`src/rtl/ro_phase_meter.sv`:
```
// Ring-oscillator phase meter: counts rising edges of one synchronised tap over a
// programmable gate and snapshots all taps. Serial readout enabled by RO_METER_SERIAL_EN.
module ro_phase_meter #(
   parameter int CNT_W  = 16,
   parameter int SNAP_W = 16
) (
   input  logic              clk,
   input  logic              rst,
   input  logic [SNAP_W-1:0] phases_in,
   input  logic [3:0]        sel,
   input  logic [3:0]        gate_sel,
   input  logic              start,
   output logic              busy,
   output logic              done,
   output logic [CNT_W-1:0]  count,
   output logic              overflow,
   output logic [SNAP_W-1:0] snapshot,
   input  logic              sclk,
   output logic              sdo
);

   localparam int TMR_W = 15;

   typedef enum logic [1:0] {S_IDLE, S_SETTLE, S_GATE, S_LATCH} state_t;

   state_t             state_q, state_d;
   logic [TMR_W-1:0]   tmr_q, tmr_d;
   logic [3:0]         sel_q, sel_d;
   logic [3:0]         gate_q, gate_d;
   logic [CNT_W-1:0]   cnt_q, cnt_d;
   logic               ovfi_q, ovfi_d;
   logic [SNAP_W-1:0]  ph_s1_q, ph_s2_q;
   logic               prev_q, edge_q;
   logic               done_q;
   logic [CNT_W-1:0]   count_q;
   logic               ovf_q;
   logic [SNAP_W-1:0]  snap_q;
   logic               capture;

   always_comb begin
      state_d = state_q;
      tmr_d   = tmr_q;
      sel_d   = sel_q;
      gate_d  = gate_q;
      cnt_d   = cnt_q;
      ovfi_d  = ovfi_q;
      capture = 1'b0;
      case (state_q)
         S_IDLE: begin
            if (start) begin
               sel_d   = sel;
               gate_d  = (gate_sel > 4'd9) ? 4'd9 : gate_sel;
               cnt_d   = '0;
               ovfi_d  = 1'b0;
               tmr_d   = TMR_W'(2);
               state_d = S_SETTLE;
            end
         end
         S_SETTLE: begin
            if (tmr_q == '0) begin
               tmr_d   = TMR_W'((32'd64 << gate_q) - 32'd1);
               state_d = S_GATE;
            end else begin
               tmr_d = tmr_q - TMR_W'(1);
            end
         end
         S_GATE: begin
            if (edge_q) begin
               if (cnt_q == {CNT_W{1'b1}}) ovfi_d = 1'b1;
               else                        cnt_d  = cnt_q + CNT_W'(1);
            end
            if (tmr_q == '0) state_d = S_LATCH;
            else             tmr_d   = tmr_q - TMR_W'(1);
         end
         S_LATCH: begin
            capture = 1'b1;
            state_d = S_IDLE;
         end
         default: state_d = S_IDLE;
      endcase
   end

   always_ff @(posedge clk) begin
      if (rst) begin
         state_q <= S_IDLE;
         tmr_q   <= '0;
         sel_q   <= '0;
         gate_q  <= '0;
         cnt_q   <= '0;
         ovfi_q  <= 1'b0;
         ph_s1_q <= '0;
         ph_s2_q <= '0;
         prev_q  <= 1'b0;
         edge_q  <= 1'b0;
         done_q  <= 1'b0;
         count_q <= '0;
         ovf_q   <= 1'b0;
         snap_q  <= '0;
      end else begin
         state_q <= state_d;
         tmr_q   <= tmr_d;
         sel_q   <= sel_d;
         gate_q  <= gate_d;
         cnt_q   <= cnt_d;
         ovfi_q  <= ovfi_d;
         ph_s1_q <= phases_in;
         ph_s2_q <= ph_s1_q;
         // prev/edge keep running through SETTLE so GATE starts with a clean history
         prev_q  <= ph_s2_q[sel_q];
         edge_q  <= ph_s2_q[sel_q] & ~prev_q;
         done_q  <= capture;
         if (capture) begin
            count_q <= cnt_q;
            ovf_q   <= ovfi_q;
            snap_q  <= ph_s2_q;
         end
      end
   end

   assign busy     = (state_q != S_IDLE);
   assign done     = done_q;
   assign count    = count_q;
   assign overflow = ovf_q;
   assign snapshot = snap_q;

`ifdef RO_METER_SERIAL_EN
   localparam int SR_W = 1 + CNT_W + SNAP_W;

   logic [2:0]      sck_q;
   logic [SR_W-1:0] sr_q;
   logic            sck_rise;

   // sck_q = {prev, sync2, sync1}
   assign sck_rise = sck_q[1] & ~sck_q[2];

   always_ff @(posedge clk) begin
      if (rst) begin
         sck_q <= '0;
         sr_q  <= '0;
      end else begin
         sck_q <= {sck_q[1:0], sclk};
         if (capture)       sr_q <= {ovfi_q, cnt_q, ph_s2_q};
         else if (sck_rise) sr_q <= {sr_q[SR_W-2:0], 1'b0};
      end
   end

   assign sdo = sr_q[SR_W-1];
`else
   logic sclk_unused;
   assign sclk_unused = sclk;
   assign sdo         = 1'b0;
`endif

endmodule

```
`config.mk`:
```
export PLATFORM = sky130hd
export DESIGN_NAME = ro_phase_meter
export DESIGN_NICKNAME = d
export VERILOG_FILES = /design/src/rtl/ro_phase_meter.sv
export SDC_FILE = /design/constraint.sdc
export NUM_CORES = 1
export LEC_CHECK = 0
export ABC_AREA = 1
export BUFFER_PORTS_ARGS = -buffer_cell sky130_fd_sc_hd__buf_2
export CELL_PAD_IN_SITES_DETAIL_PLACEMENT = 0
export CELL_PAD_IN_SITES_GLOBAL_PLACEMENT = 1
export CORE_ASPECT_RATIO = 1.25
export CORE_MARGIN = 2
export CORE_UTILIZATION = 44
export DETAILED_ROUTE_END_ITERATION = 10
export PLACE_DENSITY_LB_ADDON = 0.12
export SETUP_SLACK_MARGIN = 0.02
export SYNTH_ARGS = -nofsm -noshare
export SYNTH_HDL_FRONTEND = slang
export SYNTH_SLANG_ARGS = --single-unit
```
`constraint.sdc`:
```
create_clock -name clk -period 4.8 [get_ports clk]
set_clock_uncertainty 0.2 [all_clocks]
set_input_delay 0.72 -clock clk [delete_from_list [all_inputs] [get_ports clk]]
set_output_delay 0.72 -clock clk [all_outputs]
set_load 0.005 [all_outputs]
```
Yosys cells after proc, flatten, opt, wreduce, memory -nomap -nowiden --
Index checks and enable logic that the tools add are counted.
Word-level totals: bits in registers 110, output and inout bits 36, word-level logic and storage cells 63
Operators by class: add/sub/neg operators 3, magnitude comparators 2, equality and inequality tests 11, shift operators 1, muxes and demuxes 20, bitwise logic cells 2, reductions and logical operators 10
Operators by type and width (count):
- $mux W16 | 3
- $mux W15 | 3
- $pmux W15 S3 | 1
- $pmux W16 S2 | 1
- $sub A15 B1 Y15 const B | 2
- $add A16 B1 Y16 const B | 1
- $eq A16 B16 Y1 const B | 1
- $logic_not A15 Y1 | 1
- $shl A7 B4 Y15 const A | 1
- $ne A2 B2 Y1 const B | 7
- $pmux W2 S4 | 1
- $reduce_and A4 Y1 | 2
- $mux W2 | 3
- $reduce_and A3 Y1 | 2
- $lt A4 B5 Y1 const B | 1
- $mux W1 | 5
- $bmux W1 S4 | 1
- $eq A2 B2 Y1 const B | 2
- $gt A4 B4 Y1 const B | 1
- $mux W4 | 1
- $reduce_bool A2 Y1 | 2
- $reduce_bool A3 Y1 | 1
- $eq A2 B1 Y1 const B | 1
- $logic_not A2 Y1 | 1
- other kinds (4) | 4

Logic depth before layout (Yosys ltp) --
depth after elaboration 4, mapped depth 12

Worst setup path before layout --
OpenSTA, ideal clock, no wires.
kind flip-flop to flip-flop, start reg state_q[0], end reg cnt_q[3], library setup time 0.066 ns, arrival time 1.628 ns, data required time 4.534 ns, path slack 2.906 ns, cell stages (with the launch flop) 10, path buffers 1, path through dfxtp_1 -> inv_1 -> ha_1 -> buf_4 -> inv_1 -> o22ai_1 -> nor2_2 -> nand2_4 -> or2_2 -> a21oi_2
On the way: longest elaborated chain between the ends 3, elaborated cells on any way between the ends 8
RTL lines:
- from (decl) | RTL line 26 | state_t state_q, state_d;
- from (signal assigned) | RTL line 100 | state_q <= state_d;
- $eq A2 B2 Y1 / $logic_not A2 Y1 (equally long branches) | RTL line 48 | case (state_q)
- $ne A2 B2 Y1 (no source line) / $reduce_bool A2 Y1 (equally long branches)
- $reduce_and A4 Y1 (no source line)
- to (signal assigned) | RTL line 104 | cnt_q <= cnt_d;
- to (decl) | RTL line 30 | logic [CNT_W-1:0] cnt_q, cnt_d;
Parallel ways exist; a longest one is shown, timed or not. A chain may end at the register's enable or synchronous reset.

Worst setup path after layout --
Same ends and word-level chain as after synthesis.

==> metrics <==
outcome=finished clean; Top Metal Used=met4; TritonCTS Buffers=9; Clk Latency, worst-skew pair=0.35 ns; Netlist cell types=34; Hold Buf Count CTS=0; P_int=1.90 mW; Hold Violations, Final=0; Yosys top cell area share=43.9%; syn_nets=766; Detail Route Antenna Nets=0; met2 WL post-DR=6.14 mm; top cells by area, synth=dfxtp_1 44%, nor2_1 10%, nand2_1 10%; adder-cell area share of the yosys netlist=1.99%; Seq cells post-synth=110; Pwr per Cell Area=598 nW/um^2; vias in the first global route=4363; CP required=4.89 ns; die area=12300 sq um; Mapped Area=5020 sq um; DR WL/cell=13.6 um; most used flip-flop cell after synthesis=dfxtp_1; initial drt markers=191; Fmax=371 MHz; largest family of logic cells by synthesized area=simple AND/OR/NAND/NOR gates; post-CTS setup buffers=0; RSZ-0062 raised after global routing=false; via count=4581; xor/xnor share of the synthesized area=1.57%; H-tree lvl count=3; Crit. End Element=flip-flop; Register Area=2200 sq um; Setup crit start kind=flip-flop; min cycle time layout=2.70 ns; Seq/Total Area, Yosys=43.9%; I/O Buffers=61; Post-synth top cells=140 x nor2_1, 137 x nand2_1, 110 x dfxtp_1; die extent in y=123 um; Worst EP arrival=2.78 ns; DRC=0; Worst R2R Setup Slack=2.10 ns; io pins=64; routability cong.=0.917; Final Max Slew Viols=0; clock network fraction of design power=22.6%; critical setup path kind=flip-flop to flip-flop; Cells after Synth=730; YS warnings=0; Die Wd=99.5 um; Mapped Avg Cell Area=6.88 sq um; Antenna diodes=0; DP Cell Count=902; global-route wire length before repair=20.8 mm; Pre-antenna DRT Iters=5; CTS tree=done; count leader, synth=nor2_1; cell taking the most area after synthesis=dfxtp_1; Nets=814; # Max-Cap Violations=0; fillers=1147; Sw Share=44.2%; GRT overflow=0; Comb pwr share=43.7%; layout cells sized above 1=12.9%; setup tns final=0 ns; Slew headroom=26.7%; Core Region=11100 sq um; Synth-to-Final Area Change=13.6%; met3 WL=500 um; post-cts resize count=0; num rows=43; Initial Util=45.1%; Simple-Gate Fraction of Synth Area=29.7%; Peak VDD IR=0.000223 V; DRT met1 WL=5.62 mm; switching pwr=1.51 mW; CTS clk-pin slew, worst paths=0.08 ns; mux cell area share after synthesis=0%; worst-path fanout max=19; Finished Layout Cells=918; largest net degree at the start of global routing=53; root buffer cell=clkbuf_16; crit share post-route=56.2%; Hold Path Class=flip-flop to flip-flop; drt via density=4.99; area occupied by multi-input gates=2330 sq um; final WL=12.5 mm; sequential share of power=33.7%; Worst-Margin Slew=1.10 ns; CTS max path bufs=2; CTS sink cnt=110; LEAKAGE=2.66 nW; Finished Core Util=51.2%; Post-synth EDFFs=0; GRT Util Overall=21.3%; Synth Area in Compound Gates=13.1%; share of flip-flops with an asynchronous set or reset=0%; initial antenna violation count=1; hpwl dp=8.97 mm; Final Setup Violations=0
## logic make-up (layout without fill, tap and decap cells)
group           Yosys count  after routing
xor+xnor                  9              9
simple gates            356            356
buf+inv                 122            175
flops                   110            110
other cells               1              1
fa+ha+maj                 8              8
compound gates          124            124
## final timing paths
kind | cells after the start | to | startpoint
max reg2reg | 10 | cnt_q[3] | state_q[0]
min | 1 | edge_q | prev_q
max | 10 | cnt_q[3] | state_q[0]
min reg2reg | 1 | edge_q | prev_q
## critical path, cell delays in order (launching register included)
cell,delay [ns]
dfxtp_1,0.35
inv_1,0.09
ha_1,0.76
inv_1,0.30
o22ai_1,0.23
nor2_2,0.11
nand2_4,0.21
inv_4,0.10
nand2_1,0.09
nand2_1,0.07
a21oi_2,0.11
## power by group through the flow
| stage | sequential [mW] | clock, mW | combinational (mW) |
|---|---|---|---|
| after floorplan | 1.14 | 0 | 1.15 |
| after global placement | 1.16 | 0 | 1.47 |
| after detailed placement | 1.17 | 0 | 1.49 |
| after CTS | 1.15 | 0.783 | 1.50 |
| after global routing | 1.17 | 0.825 | 1.74 |
| final | 1.15 | 0.771 | 1.49 |
## per-stage QoR
stage	total power [mW]	setup slack (ns)	cell area [sq um]	hold slack, ns
after floorplan	2.29	2.91	5020	0.168
after global placement	2.64	2.12	5390	0.174
after detailed placement	2.66	2.09	5390	0.184
after CTS	3.43	2.06	5700	0.196
after global routing	3.73	1.90	5700	0.219
final	3.41	2.10	5700	0.193
## sequential cells by signal, summed over array words and instances, names as in the netlist
name      count
done          1
tmr_q        15
snapshot     16
ph_s1_q      16
cnt_q        16
gate_q        4
ph_s2_q      16
edge_q        1
sel_q         4
prev_q        1
count        16
state_q       2
ovfi_q        1
overflow      1
## cell usage in the layout, fill, tap and decap left out, drive strengths merged
master  instances
nor2          147
nand2         140
dfxtp         110
inv           100
buf            63
a21oi          61
o21ai          55
nand3          51
clkbuf          9
ha              8
nor3            8
nand4           7
xor2            7
o211ai          3
clkinv          3
a211oi          2
or2             2
xnor2           2
nand3b          1
o22ai           1
o21bai          1
o221ai          1
conb            1
## metal layers
metal,vias up,global-route usage [%]
met5,-,0
met3,13,3.45
met2,102,37.7
met4,0,6.93
met1,2063,26.5
li1,2403,-
## cell type report
cell class	instances	share of cell area [%]
Clock inverter	7	1.56
Clock buffer	9	3.95
Timing Repair Buffer	63	5.62
Inverter	96	6.36
Multi-Input combinational cell	498	40.9
Tap cell	135	2.96
Sequential cell	110	38.6
Power figures use the tool's default switching activity.
